File: src/rtl/td4_prog_loader_pkg.sv
// Shared definitions for the TD4 serial program loader: state encodings,
// default frame marker and instruction memory geometry.
package td4_prog_loader_pkg;

  localparam int TD4_MEM_DEPTH = 16;
  localparam int TD4_ADDR_W    = 4;

  localparam logic [7:0] SYNC_BYTE_DEFAULT = 8'hA5;

  typedef enum logic [1:0] {
    WAIT_SYNC = 2'd0,
    LOAD      = 2'd1,
    CHECK     = 2'd2
  } loader_state_t;

  typedef enum logic [1:0] {
    RX_IDLE  = 2'd0,
    RX_START = 2'd1,
    RX_DATA  = 2'd2,
    RX_STOP  = 2'd3
  } rx_state_t;

endpackage

File: src/rtl/td4_uart_rx.sv
// 8N1 UART receiver: 2-flop synchronizer, start-bit glitch rejection and
// mid-bit sampling. byte_valid / frame_err are single-cycle pulses.
module td4_uart_rx
  import td4_prog_loader_pkg::*;
#(
  parameter int CLKS_PER_BIT = 16
) (
  input  logic       clk,
  input  logic       reset,
  input  logic       rxd,
  output logic       byte_valid,
  output logic [7:0] byte_data,
  output logic       frame_err
);

  localparam int CW = $clog2(CLKS_PER_BIT);
  localparam logic [CW-1:0] FULL_LAST = CW'(CLKS_PER_BIT - 1);
  localparam logic [CW-1:0] HALF_LAST = CW'(CLKS_PER_BIT / 2 - 1);

  logic            rx_meta, rx_s, rx_d;
  rx_state_t       state, state_n;
  logic [CW-1:0]   cnt, cnt_n;
  logic [2:0]      bit_idx, bit_idx_n;
  logic [7:0]      shift, shift_n;
  logic            valid_n, ferr_n;

  // NOTE: sequential state uses non-blocking assignments so every flop
  // samples the pre-edge values of its neighbours.
  always_ff @(posedge clk or posedge reset) begin
    if (reset) begin
      rx_meta    <= 1'b1;
      rx_s       <= 1'b1;
      rx_d       <= 1'b1;
      state      <= RX_IDLE;
      cnt        <= '0;
      bit_idx    <= '0;
      shift      <= '0;
      byte_valid <= 1'b0;
      frame_err  <= 1'b0;
    end else begin
      rx_meta    <= rxd;
      rx_s       <= rx_meta;
      rx_d       <= rx_s;
      state      <= state_n;
      cnt        <= cnt_n;
      bit_idx    <= bit_idx_n;
      shift      <= shift_n;
      byte_valid <= valid_n;
      frame_err  <= ferr_n;
    end
  end

  // NOTE: every combinational output gets a default first, so no path
  // through the case statement can infer a latch.
  always_comb begin
    state_n   = state;
    cnt_n     = cnt + 1'b1;
    bit_idx_n = bit_idx;
    shift_n   = shift;
    valid_n   = 1'b0;
    ferr_n    = 1'b0;
    case (state)
      RX_IDLE: begin
        cnt_n = '0;
        if (rx_d && !rx_s) state_n = RX_START;
      end
      RX_START: begin
        if (cnt == HALF_LAST) begin
          cnt_n     = '0;
          bit_idx_n = '0;
          state_n   = rx_s ? RX_IDLE : RX_DATA;  // high at mid-start is a glitch
        end
      end
      RX_DATA: begin
        if (cnt == FULL_LAST) begin
          cnt_n     = '0;
          shift_n   = {rx_s, shift[7:1]};
          bit_idx_n = bit_idx + 3'd1;
          if (bit_idx == 3'd7) state_n = RX_STOP;
        end
      end
      RX_STOP: begin
        if (cnt == FULL_LAST) begin
          cnt_n   = '0;
          state_n = RX_IDLE;
          valid_n = rx_s;
          ferr_n  = !rx_s;
        end
      end
      default: state_n = RX_IDLE;
    endcase
  end

  assign byte_data = shift;

endmodule

File: src/rtl/td4_prog_loader.sv
// TD4 program loader: takes a framed 16-byte image from the UART, writes it
// to instruction memory and holds the CPU in reset until the checksum passes.
module td4_prog_loader
  import td4_prog_loader_pkg::*;
#(
  parameter int         CLKS_PER_BIT = 16,
  parameter logic [7:0] SYNC_BYTE    = SYNC_BYTE_DEFAULT
) (
  input  logic                  clk,
  input  logic                  reset,
  input  logic                  rxd,
  output logic                  mem_we,
  output logic [TD4_ADDR_W-1:0] mem_waddr,
  output logic [7:0]            mem_wdata,
  output logic                  cpu_hold,
  output logic                  busy,
  output logic                  done,
  output logic                  err
);

  localparam logic [TD4_ADDR_W-1:0] LAST_ADDR = TD4_ADDR_W'(TD4_MEM_DEPTH - 1);

  logic       byte_valid, frame_err;
  logic [7:0] byte_data;

  td4_uart_rx #(.CLKS_PER_BIT(CLKS_PER_BIT)) u_rx (
    .clk       (clk),
    .reset     (reset),
    .rxd       (rxd),
    .byte_valid(byte_valid),
    .byte_data (byte_data),
    .frame_err (frame_err)
  );

  loader_state_t         state, state_n;
  logic [TD4_ADDR_W-1:0] addr, addr_n, waddr_n;
  logic [7:0]            sum, sum_n, wdata_n;
  logic                  we_n, hold_n, busy_n, done_n, err_n;

  always_ff @(posedge clk or posedge reset) begin
    if (reset) begin
      state     <= WAIT_SYNC;
      addr      <= '0;
      sum       <= '0;
      mem_we    <= 1'b0;
      mem_waddr <= '0;
      mem_wdata <= '0;
      cpu_hold  <= 1'b1;
      busy      <= 1'b0;
      done      <= 1'b0;
      err       <= 1'b0;
    end else begin
      state     <= state_n;
      addr      <= addr_n;
      sum       <= sum_n;
      mem_we    <= we_n;
      mem_waddr <= waddr_n;
      mem_wdata <= wdata_n;
      cpu_hold  <= hold_n;
      busy      <= busy_n;
      done      <= done_n;
      err       <= err_n;
    end
  end

  always_comb begin
    state_n = state;
    addr_n  = addr;
    sum_n   = sum;
    we_n    = 1'b0;
    waddr_n = mem_waddr;
    wdata_n = mem_wdata;
    hold_n  = cpu_hold;
    busy_n  = busy;
    done_n  = 1'b0;
    err_n   = err;
    case (state)
      WAIT_SYNC: begin
        if (byte_valid && byte_data == SYNC_BYTE) begin
          state_n = LOAD;
          addr_n  = '0;
          sum_n   = '0;
          hold_n  = 1'b1;
          busy_n  = 1'b1;
          err_n   = 1'b0;
        end
      end
      LOAD, CHECK: begin
        if (frame_err) begin
          // A broken byte aborts the frame; memory stays partially written.
          state_n = WAIT_SYNC;
          busy_n  = 1'b0;
          err_n   = 1'b1;
        end else if (byte_valid && state == LOAD) begin
          we_n    = 1'b1;
          waddr_n = addr;
          wdata_n = byte_data;
          sum_n   = sum + byte_data;
          if (addr == LAST_ADDR) state_n = CHECK;
          else                   addr_n  = addr + 1'b1;
        end else if (byte_valid) begin
          state_n = WAIT_SYNC;
          busy_n  = 1'b0;
          if (byte_data == sum) begin
            done_n = 1'b1;
            hold_n = 1'b0;
          end else begin
            err_n  = 1'b1;
          end
        end
      end
      default: state_n = WAIT_SYNC;
    endcase
  end

endmodule

File: config.mk
export PLATFORM = sky130hd
export DESIGN_NAME = td4_prog_loader
export DESIGN_NICKNAME = d
export VERILOG_FILES = /design/src/rtl/td4_prog_loader_pkg.sv /design/src/rtl/td4_uart_rx.sv /design/src/rtl/td4_prog_loader.sv
export SDC_FILE = /design/constraint.sdc
export NUM_CORES = 1
export LEC_CHECK = 0
export CAP_MARGIN = 20
export CORE_MARGIN = 2
export CORE_UTILIZATION = 63
export CTS_CLUSTER_SIZE = 20
export DETAILED_ROUTE_END_ITERATION = 7
export DONT_BUFFER_PORTS = 1
export PLACE_DENSITY = 0.79
export SLEW_MARGIN = 15
export SYNTH_ARGS = -nofsm -noshare
export SYNTH_HDL_FRONTEND = slang
export SYNTH_SLANG_ARGS = --single-unit
File: constraint.sdc
create_clock -name clk -period 2.2 [get_ports clk]
set_input_delay 0.66 -clock clk [delete_from_list [all_inputs] [get_ports clk]]
set_output_delay 0.66 -clock clk [all_outputs]
set_load 0.01 [all_outputs]
==> results.toml, run 1 <==
[placement]
place_congestion = 0.8278
dp.cells = 308
numPortBuffers = 0
hpwlAfterDp_um = 3483

[synth]
seq_area_frac_synth_pct = 49.95
ys_ff_latch = 53
synth_common_cells = "dfrtp_1 (49), nand2_1 (45), ha_1 (18)"
synthAdderAreaFrac_pct = 9.202
async_flop_share_pct = 100.0
synth.most_common_cell = "dfrtp_1"
synth_area_sq_um = 2665
yosys.area_share.simple_pct = 15.45
synthXorXnorAreaFrac_pct = 2.629
synthTopCellsByArea = "dfrtp_1 (46%), ha_1 (8.5%), nand2_1 (6.3%), dfstp_2 (3.9%), mux2_2 (3.8%)"
syn_area_per_cell_sq_um = 10.41
synth_edf_count = 0
synth_compound_area_share_pct = 14.23
syn_nets = 278
syn_inst = 256
synth.distinct_cells = 47
synth_mux_area_share_pct = 5.305
synth_area_leader_cell = "dfrtp_1"
yosysWarnings = 0
synth_top_area_share_pct = 46.01
synth_top_family_by_area = "simple AND/OR/NAND/NOR gates"
synth_flop_cell = "dfrtp_1"

[setup_path]
critical_path.top_delay_family = "compound AO/OA/AOI/OAI gates"
slowest_stage = "dfrtp_1"
crit_start = "u_rx.byte_data[1]"
slowest_delay_ns = 0.47
r2r_end = "sum[7]"
r2r-start = "u_rx.byte_data[1]"
worstPathMaxFanout = 6
reg2regPathDepth = 6
critPathBufInv = 0
worstSetupEndpoint = "sum[7]"
startpoint_type = "flip-flop"
required_ns = 2.44
r2r_slack_ns = 0.13
cp.depth = 6
end_kind = "flip-flop"
arrival_ns = 2.31
path_class = "flip-flop to flip-flop"
crit_chain = "ha_1 -> a211oi_1 -> o21ai_1 -> and4_1 -> o41a_1 -> a21oi_1"

[sta]
min_period_over_period_pct = 94.07
setup_viol = 0
slew_viol_final = 0
hold_violations = 0
tightest_slew_ns = 0.5888
slew_headroom_pct = 60.23
finalSetupTns_ns = 0
rsz0062_at_grt = "no"
fin_crit_ns = 2.069
fin_skew_ns = 0.01504
max_freq_mhz = 483.2

[global_routing]
gr-usage-all-layers_pct = 22.05
grt_pass1_vias = 1849
grt_pass1_wl_um = 8445
antenna_found_initial = 0
grt_max_degree = 54
grt.overflow.total = 0

[clock_network]
clkTransAtPathRegs_ns = 0.11
clock_sinks = 53
cts-root-buf = "clkbuf_8"
cts_tree = "done"
numCtsBuffers = 5
htreeDepth = 2
cts_buffer_depth = 2
clkLatencyLatePin_ns = 0.32

[die]
fp.coreArea_sq_um = 4029
rows = 23
dieArea_sq_um = 4767
die_w_um = 69.04
pin_count = 20
die_y_um = 69.04
start_util_pct = 66.15

[layout]
fin_cells = 316
fillerInstances = 294
final_layout_size_suffix_gt1_share_pct = 13.16
syn2layout_area_growth_pct = 7.465
antenna_cells = 0
nNetsFinal = 287

[routing]
avgViaCountPerCell = 5.949
drtPass1Iterations = 5
wl_met3_um = 260
wl_per_cell_um = 15.34
antenna_left = 0
first_iter_violations = 115
vias = 1880
wl_met2_um = 2253
drc_errors = 0
top_layer = "met4"
drt-total-wl_um = 4848
wl_met1_um = 2255

[flow_run]
max_cap_violations = 0

[power]
peakVddDrop_mv = 0.8306
p_leak_nw = 1.490
p_per_area_nw_per_um2 = 703.9

[min_path]
hold_class = "input port to asynchronous set/reset pin"

[run_status]
status = "finished clean"
[metal layers]
layer	track usage, %	up-vias
li1	-	920
met1	28.46	911
met2	36.00	41
met3	5.848	8
met4	7.843	0
met5	0	-
[power by group]
| group | switching [W] | internal, W |
|---|---|---|
| registers | 0.0000412 | 0.00102 |
| logic | 0.000208 | 0.000149 |
| clock network | 0.000353 | 0.000239 |
[timing repair]
item | 4_1_cts | 5_1_grt
setup buffers | 0 | 0
setup endpoints to repair | 0 | 1
hold buffers | 0 | 0
gates resized for setup | 0 | 1
endpoints found under the hold margin | 0 | 0
[registers in the layout, summed over array words and instances, names as in the netlist, named ones only]
signal,cells
u_rx.byte_valid,1
u_rx.rx_meta,1
busy,1
u_rx.rx_d,1
u_rx.state,1
u_rx.frame_err,1
u_rx.rx_s,1
u_rx.cnt,4
done,1
mem_waddr,4
state,2
err,1
mem_wdata,8
u_rx.bit_idx,3
sum,8
mem_we,1
cpu_hold,1
addr,4
u_rx.byte_data,8
[logic make-up (layout without fill, tap and decap cells)]
logic type,count (synthesis),in the layout
xor gates and xnor gates,8,8
muxes,13,13
AOI/OAI and AO/OA,55,55
buffers and inverters,20,30
DFF,53,53
and+or+nand+nor,88,88
adders and majority gates,19,19
[worst min path at each step]
stage                       startpoint   endpoint  slack [ns]  depth (start not counted)
final                            reset    addr[0]        0.25                          2
after global routing             reset       busy        0.27                          2
after CTS                        reset    addr[3]        0.26                          2
after detailed placement  u_rx.rx_meta  u_rx.rx_s        0.35                          0
after global placement    u_rx.rx_meta  u_rx.rx_s        0.35                          0
after floorplan           u_rx.rx_meta  u_rx.rx_s        0.35                          0
[through the flow]
step	power [W]	worst slack, ns	instance area, sq um	hold WS, ns	util [%]
3_3_place_gp	0.001428	0.1563	2766	0.3536	68.66
2_1_floorplan	0.001357	0.2604	2665	0.3452	-
3_5_place_dp	0.001442	0.1071	2766	0.3497	68.66
5_1_grt	0.002131	0.01375	2864	0.2667	71.09
6_report	0.002016	0.1305	2864	0.2509	71.09
4_1_cts	0.002031	0.06793	2864	0.2641	71.09
[area by class of cell]
cell class                 count  area (sq um)  area share (%)
clock buffer                   5         68.82           2.403
multi-input combinational    183          1247           43.56
sequential                    53          1331           46.48
inverter                      14         52.55           1.835
tap                           50         62.56           2.184
timing repair buffer           8         72.57           2.534
clock inverter                 3         28.78           1.005
[layout by cell type (no fill, tap or decap), types with 6 or more instances in the layout]
| master | netlist | layout |
|---|---|---|
| a21oi_1 | 9 | 9 |
| a22o_1 | 7 | 7 |
| buf_4 | 0 | 7 |
| dfrtp_1 | 49 | 49 |
| ha_1 | 18 | 18 |
| inv_1 | 14 | 13 |
| mux2_2 | 9 | 9 |
| nand2_1 | 45 | 45 |
| nor2_1 | 13 | 13 |
| nor3_1 | 6 | 6 |
| o21ai_0 | 16 | 15 |
No activity file was read; power rests on OpenSTA's default activity.
==> run 2, diff against run 1 <==
CORE_ASPECT_RATIO = 2   (was default)
==> results.toml, run 2 (same netlist as run 1, synthesis figures left out) <==
[layout]
regArea_sq_um = 1331
fillerInstances = 302
utilization_pct = 71.56
nNetsFinal = 288
antenna_cells = 0
multiInputGateArea_sq_um = 1262
final_layout_size_suffix_gt1_share_pct = 14.61
layout_commonest_cell = "dfrtp_1"
syn2layout_area_growth_pct = 9.765
final_cell_mix = "dfrtp_1 (49), nand2_1 (45), ha_1 (17)"

[power]
p_per_area_nw_per_um2 = 754.8
power.internal_w = 0.001638
p_clk_share_pct = 34.9
p_sw_share_pct = 25.83
power_w = 0.002208
p_leak_nw = 1.513
p_sw_w = 0.0005704
seq_power_share_pct = 48.4
share_comb_of_total_power_pct = 16.7
peakVddDrop_mv = 0.6182

[die]
pin_count = 20
start_util_pct = 65.20
die_y_um = 95.98
rows = 33
fp.coreArea_sq_um = 4088
die_w_um = 49.99
dieArea_sq_um = 4798

[setup_path]
end_kind = "flip-flop"
path_class = "flip-flop to flip-flop"
required_ns = 2.40
r2r_slack_ns = 0.12
startpoint_type = "flip-flop"
r2r_end = "sum[3]"
worstPathMaxFanout = 8
reg2regPathDepth = 7
r2r-start = "state[0]"
arrival_ns = 2.28

[clock_network]
postCtsHoldBufs = 0
cts_buffer_depth = 2
clkLatencyLatePin_ns = 0.31
cts-root-buf = "clkbuf_8"
htreeDepth = 2
clock_sinks = 53
numCtsBuffers = 5
cts_tree = "done"
clkTransAtPathRegs_ns = 0.09

[routing]
drc_errors = 0
wl_per_cell_um = 16.35
avgViaCountPerCell = 5.991
drt-total-wl_um = 5217
drtPass1Iterations = 4
first_iter_violations = 54
antenna_left = 0
vias = 1911

[sta]
slew_viol_final = 0
min_period_over_period_pct = 94.43
fin_crit_ns = 2.077
setup_viol = 0
slew_headroom_pct = 61.30
tightest_slew_ns = 0.5730
max_freq_mhz = 481.4
hold_violations = 0
rsz0062_at_grt = "no"
finalSetupTns_ns = 0
fin_skew_ns = 0.006477

[min_path]
hold_class = "input port to asynchronous set/reset pin"

[global_routing]
antenna_found_initial = 0
grt_max_degree = 37
grt_pass1_vias = 1942
grt.overflow.total = 0
grt_pass1_wl_um = 8749
gr-usage-all-layers_pct = 24.07

[placement]
hpwlAfterDp_um = 3849
place_congestion = 0.8565
numPortBuffers = 0

[flow_run]
max_cap_violations = 0

[run_status]
status = "finished clean"
[run 2: worst max-delay path, stage by stage (launching register included)]
cell	delay, ns
dfrtp_1	0.44
inv_1	0.07
ha_1	0.44
nand2b_4	0.10
or2_2	0.37
inv_1	0.12
o21ai_2	0.14
a22o_1	0.29
[run 2: area by class of cell]
type / count / area share [%]
sequential: 53 / 45.51
multi-input combinational: 183 / 43.16
timing repair buffer: 9 / 2.737
clock buffer: 5 / 2.352
clock inverter: 3 / 2.224
tap: 52 / 2.224
inverter: 14 / 1.796
[run 2: what timing repair did]
action / CTS / global route
buffers inserted: 0 / 1
gates resized for setup: 0 / 4
endpoints found under the setup margin: 0 / 6
[run 2: power groups by stage]
stage                     logic, W  clock network [W]  registers (W)
after global placement    0.000334                  0        0.00108
final                     0.000368           0.000771        0.00107
after CTS                 0.000344           0.000780        0.00107
after global routing      0.000424           0.000818        0.00107
after floorplan           0.000282                  0        0.00108
after detailed placement  0.000342                  0        0.00109
[run 2: per-stage QoR]
step	area (sq um)	setup WS [ns]	hold WS, ns	instances
2_1_floorplan	2665	0.2604	0.3452	256
3_3_place_gp	2769	0.1799	0.3462	310
3_5_place_dp	2769	0.1082	0.3491	310
4_1_cts	2903	0.09886	0.2205	318
5_1_grt	2925	0.005002	0.2359	319
6_report	2925	0.1225	0.2109	319
[run 2: how the worst max path moves through the flow]
stage | start | to | slack [ns] | depth (start not counted)
4_1_cts | u_rx.state[0] | flip-flop | 0.1 | 6
5_1_grt | u_rx.state[0] | flip-flop | 0.005 | 6
6_report | state[0] | sum[3] | 0.12 | 7
2_1_floorplan | reset | asynchronous set/reset pin | 0.26 | 1
3_5_place_dp | u_rx.state[0] | flip-flop | 0.11 | 6
3_3_place_gp | u_rx.state[0] | flip-flop | 0.18 | 6
[run 2: layer usage]
layer / share of wire (%) / GRT usage (%)
met1: 38 / 26.11
met2: 57 / 44.30
met3: 2.6 / 4.037
met4: 2.6 / 11.34
met5: 0 / 0
==> run 3, diff against run 2 <==
CORE_UTILIZATION = 57   (was 63)
PLACE_DENSITY = 0.75   (was 0.79)
clock period = 1.7 ns   (was 2.2 ns; I/O delays follow)
==> results.toml, run 3 (same netlist as run 1, synthesis figures left out) <==
[setup_path]
end_kind = "flip-flop"
required_ns = 1.90
startpoint_type = "flip-flop"
path_class = "flip-flop to flip-flop"
worstPathMaxFanout = 4
arrival_ns = 2.13

[sta]
rsz0062_at_grt = "yes"
slew_viol_final = 0
hold_violations = 0
fin_crit_ns = 1.928
slew_headroom_pct = 72.02
max_freq_mhz = 518.8
fin_skew_ns = 0.009671
min_period_over_period_pct = 113.4
finalWorstSetupSlack_ns = -0.2276
setup_viol = 13
tightest_slew_ns = 0.4196

[die]
die_y_um = 100.7
dieArea_sq_um = 5272
pin_count = 20
rows = 35
fp.coreArea_sq_um = 4554
start_util_pct = 58.52
die_w_um = 52.35

[routing]
drc_errors = 0
avgViaCountPerCell = 5.833
vias = 2199
drt-total-wl_um = 6518
drtPass1Iterations = 4
wl_per_cell_um = 17.29
first_iter_violations = 49
antenna_left = 0

[power]
p_sw_share_pct = 29.12
share_comb_of_total_power_pct = 26.4
p_leak_nw = 1.785
seq_power_share_pct = 49.0
peakVddDrop_mv = 0.8956
power.internal_w = 0.002033
p_per_area_nw_per_um2 = 800.1
p_clk_share_pct = 24.6
p_sw_w = 0.0008356

[layout]
final_layout_size_suffix_gt1_share_pct = 41.93
final_cell_mix = "buf_4 (58), nand2_1 (44), dfrtp_1 (43)"
nNetsFinal = 343
fin_area_sq_um = 3586
syn2layout_area_growth_pct = 34.55
layout_commonest_cell = "buf_4"
fin_cells = 377
antenna_cells = 0

[global_routing]
grt_pass1_wl_um = 9646
antenna_found_initial = 0
grt.overflow.total = 0
grt_max_degree = 28
gr-usage-all-layers_pct = 24.67
grt_pass1_vias = 2221

[clock_network]
postCtsHoldBufs = 0
clkLatencyLatePin_ns = 0.31
clkTransAtPathRegs_ns = 0.10
htreeDepth = 2
numCtsBuffers = 5
cts_buffer_depth = 2
cts-root-buf = "clkbuf_8"
cts_tree = "done"
clock_sinks = 53

[flow_run]
max_cap_violations = 0

[placement]
numPortBuffers = 0
hpwlAfterDp_um = 4408
dp.cells = 357
place_congestion = 0.8287
dpl-instance-area_sq_um = 3174

[min_path]
hold_class = "input port to asynchronous set/reset pin"

[run_status]
status = "finished, violations left"
violations = "negative setup slack"
run 3: changes by cell type in the layout (fill, tap and decap cells not counted), sizes merged:
| cell | previous run | this run |
|---|---|---|
| clkinv | 1 | 0 |
| clkbuf | 5 | 7 |
| bufinv | 2 | 0 |
| buf | 9 | 64 |
| clkinvlp | 0 | 2 |
| inv | 14 | 13 |
run 3: area by class of cell:
class                           instances  area [sq um]
Clock buffer                            7         76.32
Clock inverter                          1         7.507
Fill cell                             274         968.4
Inverter                               14         61.31
Multi-Input combinational cell        183          1521
Sequential cell                        53          1339
Tap cell                               55         68.82
Timing Repair Buffer                   64         511.7
run 3: per-layer routing:
layer  share of wire (%)  track usage, %  up-vias
met5                   0               0        -
met4                 2.9           11.83        0
met3                 1.7           3.561       13
met2                  59           47.12       36
met1                  36           24.29     1119
li1                    -               -     1031
run 3: through the flow:
step / power, W / utilization [%] / hold WS, ns / setup slack (ns) / setup TNS (ns)
2_1_floorplan: 0.001781 / - / 0.3452 / -0.1346 / -0.3641
3_3_place_gp: 0.002036 / 69.70 / 0.3459 / -0.1240 / -1.016
3_5_place_dp: 0.002060 / 69.70 / 0.3491 / -0.1847 / -1.446
4_1_cts: 0.002779 / 74.97 / 0.1492 / -0.1568 / -0.8891
5_1_grt: 0.003001 / 78.74 / 0.1703 / -0.3251 / -2.433
6_report: 0.002869 / 78.74 / 0.1399 / -0.2276 / -1.002
run 3: timing repair:
action                     CTS  global route
buffers inserted             4             8
pin swaps                   17            11
hold endpoints to repair     0             0
setup endpoints to repair   17            27
gates resized for setup     21            33
run 3: final timing paths:
path	from	endpoint	slack [ns]	cells after the start
min in group clk	rxd	u_rx.rx_meta	0.20	0
max in group asynchronous	reset	cpu_hold	1.24	2
setup reg to reg	u_rx.state[0]	flip-flop	-0.23	6
hold reg to reg	u_rx.rx_meta	u_rx.rx_s	0.36	0
setup / recovery	u_rx.state[0]	flip-flop	-0.23	6
hold / removal	reset	err	0.14	2
run 3: critical path, cell delays in order (launching register included):
cell,delay (ns)
dfrtp_2,0.43
inv_2,0.07
ha_4,0.17
or3_4,0.37
a222oi_1,0.43
a21oi_1,0.14
a41o_1,0.22
run 3: power by group through the flow:
| stage | Clock [W] | Combinational, W | Sequential [W] |
|---|---|---|---|
| after floorplan | 0 | 0.000388 | 0.00139 |
| after global placement | 0 | 0.000635 | 0.00140 |
| after detailed placement | 0 | 0.000655 | 0.00140 |
| after CTS | 0.000713 | 0.000678 | 0.00139 |
| after global routing | 0.000764 | 0.000825 | 0.00141 |
| final | 0.000705 | 0.000758 | 0.00141 |
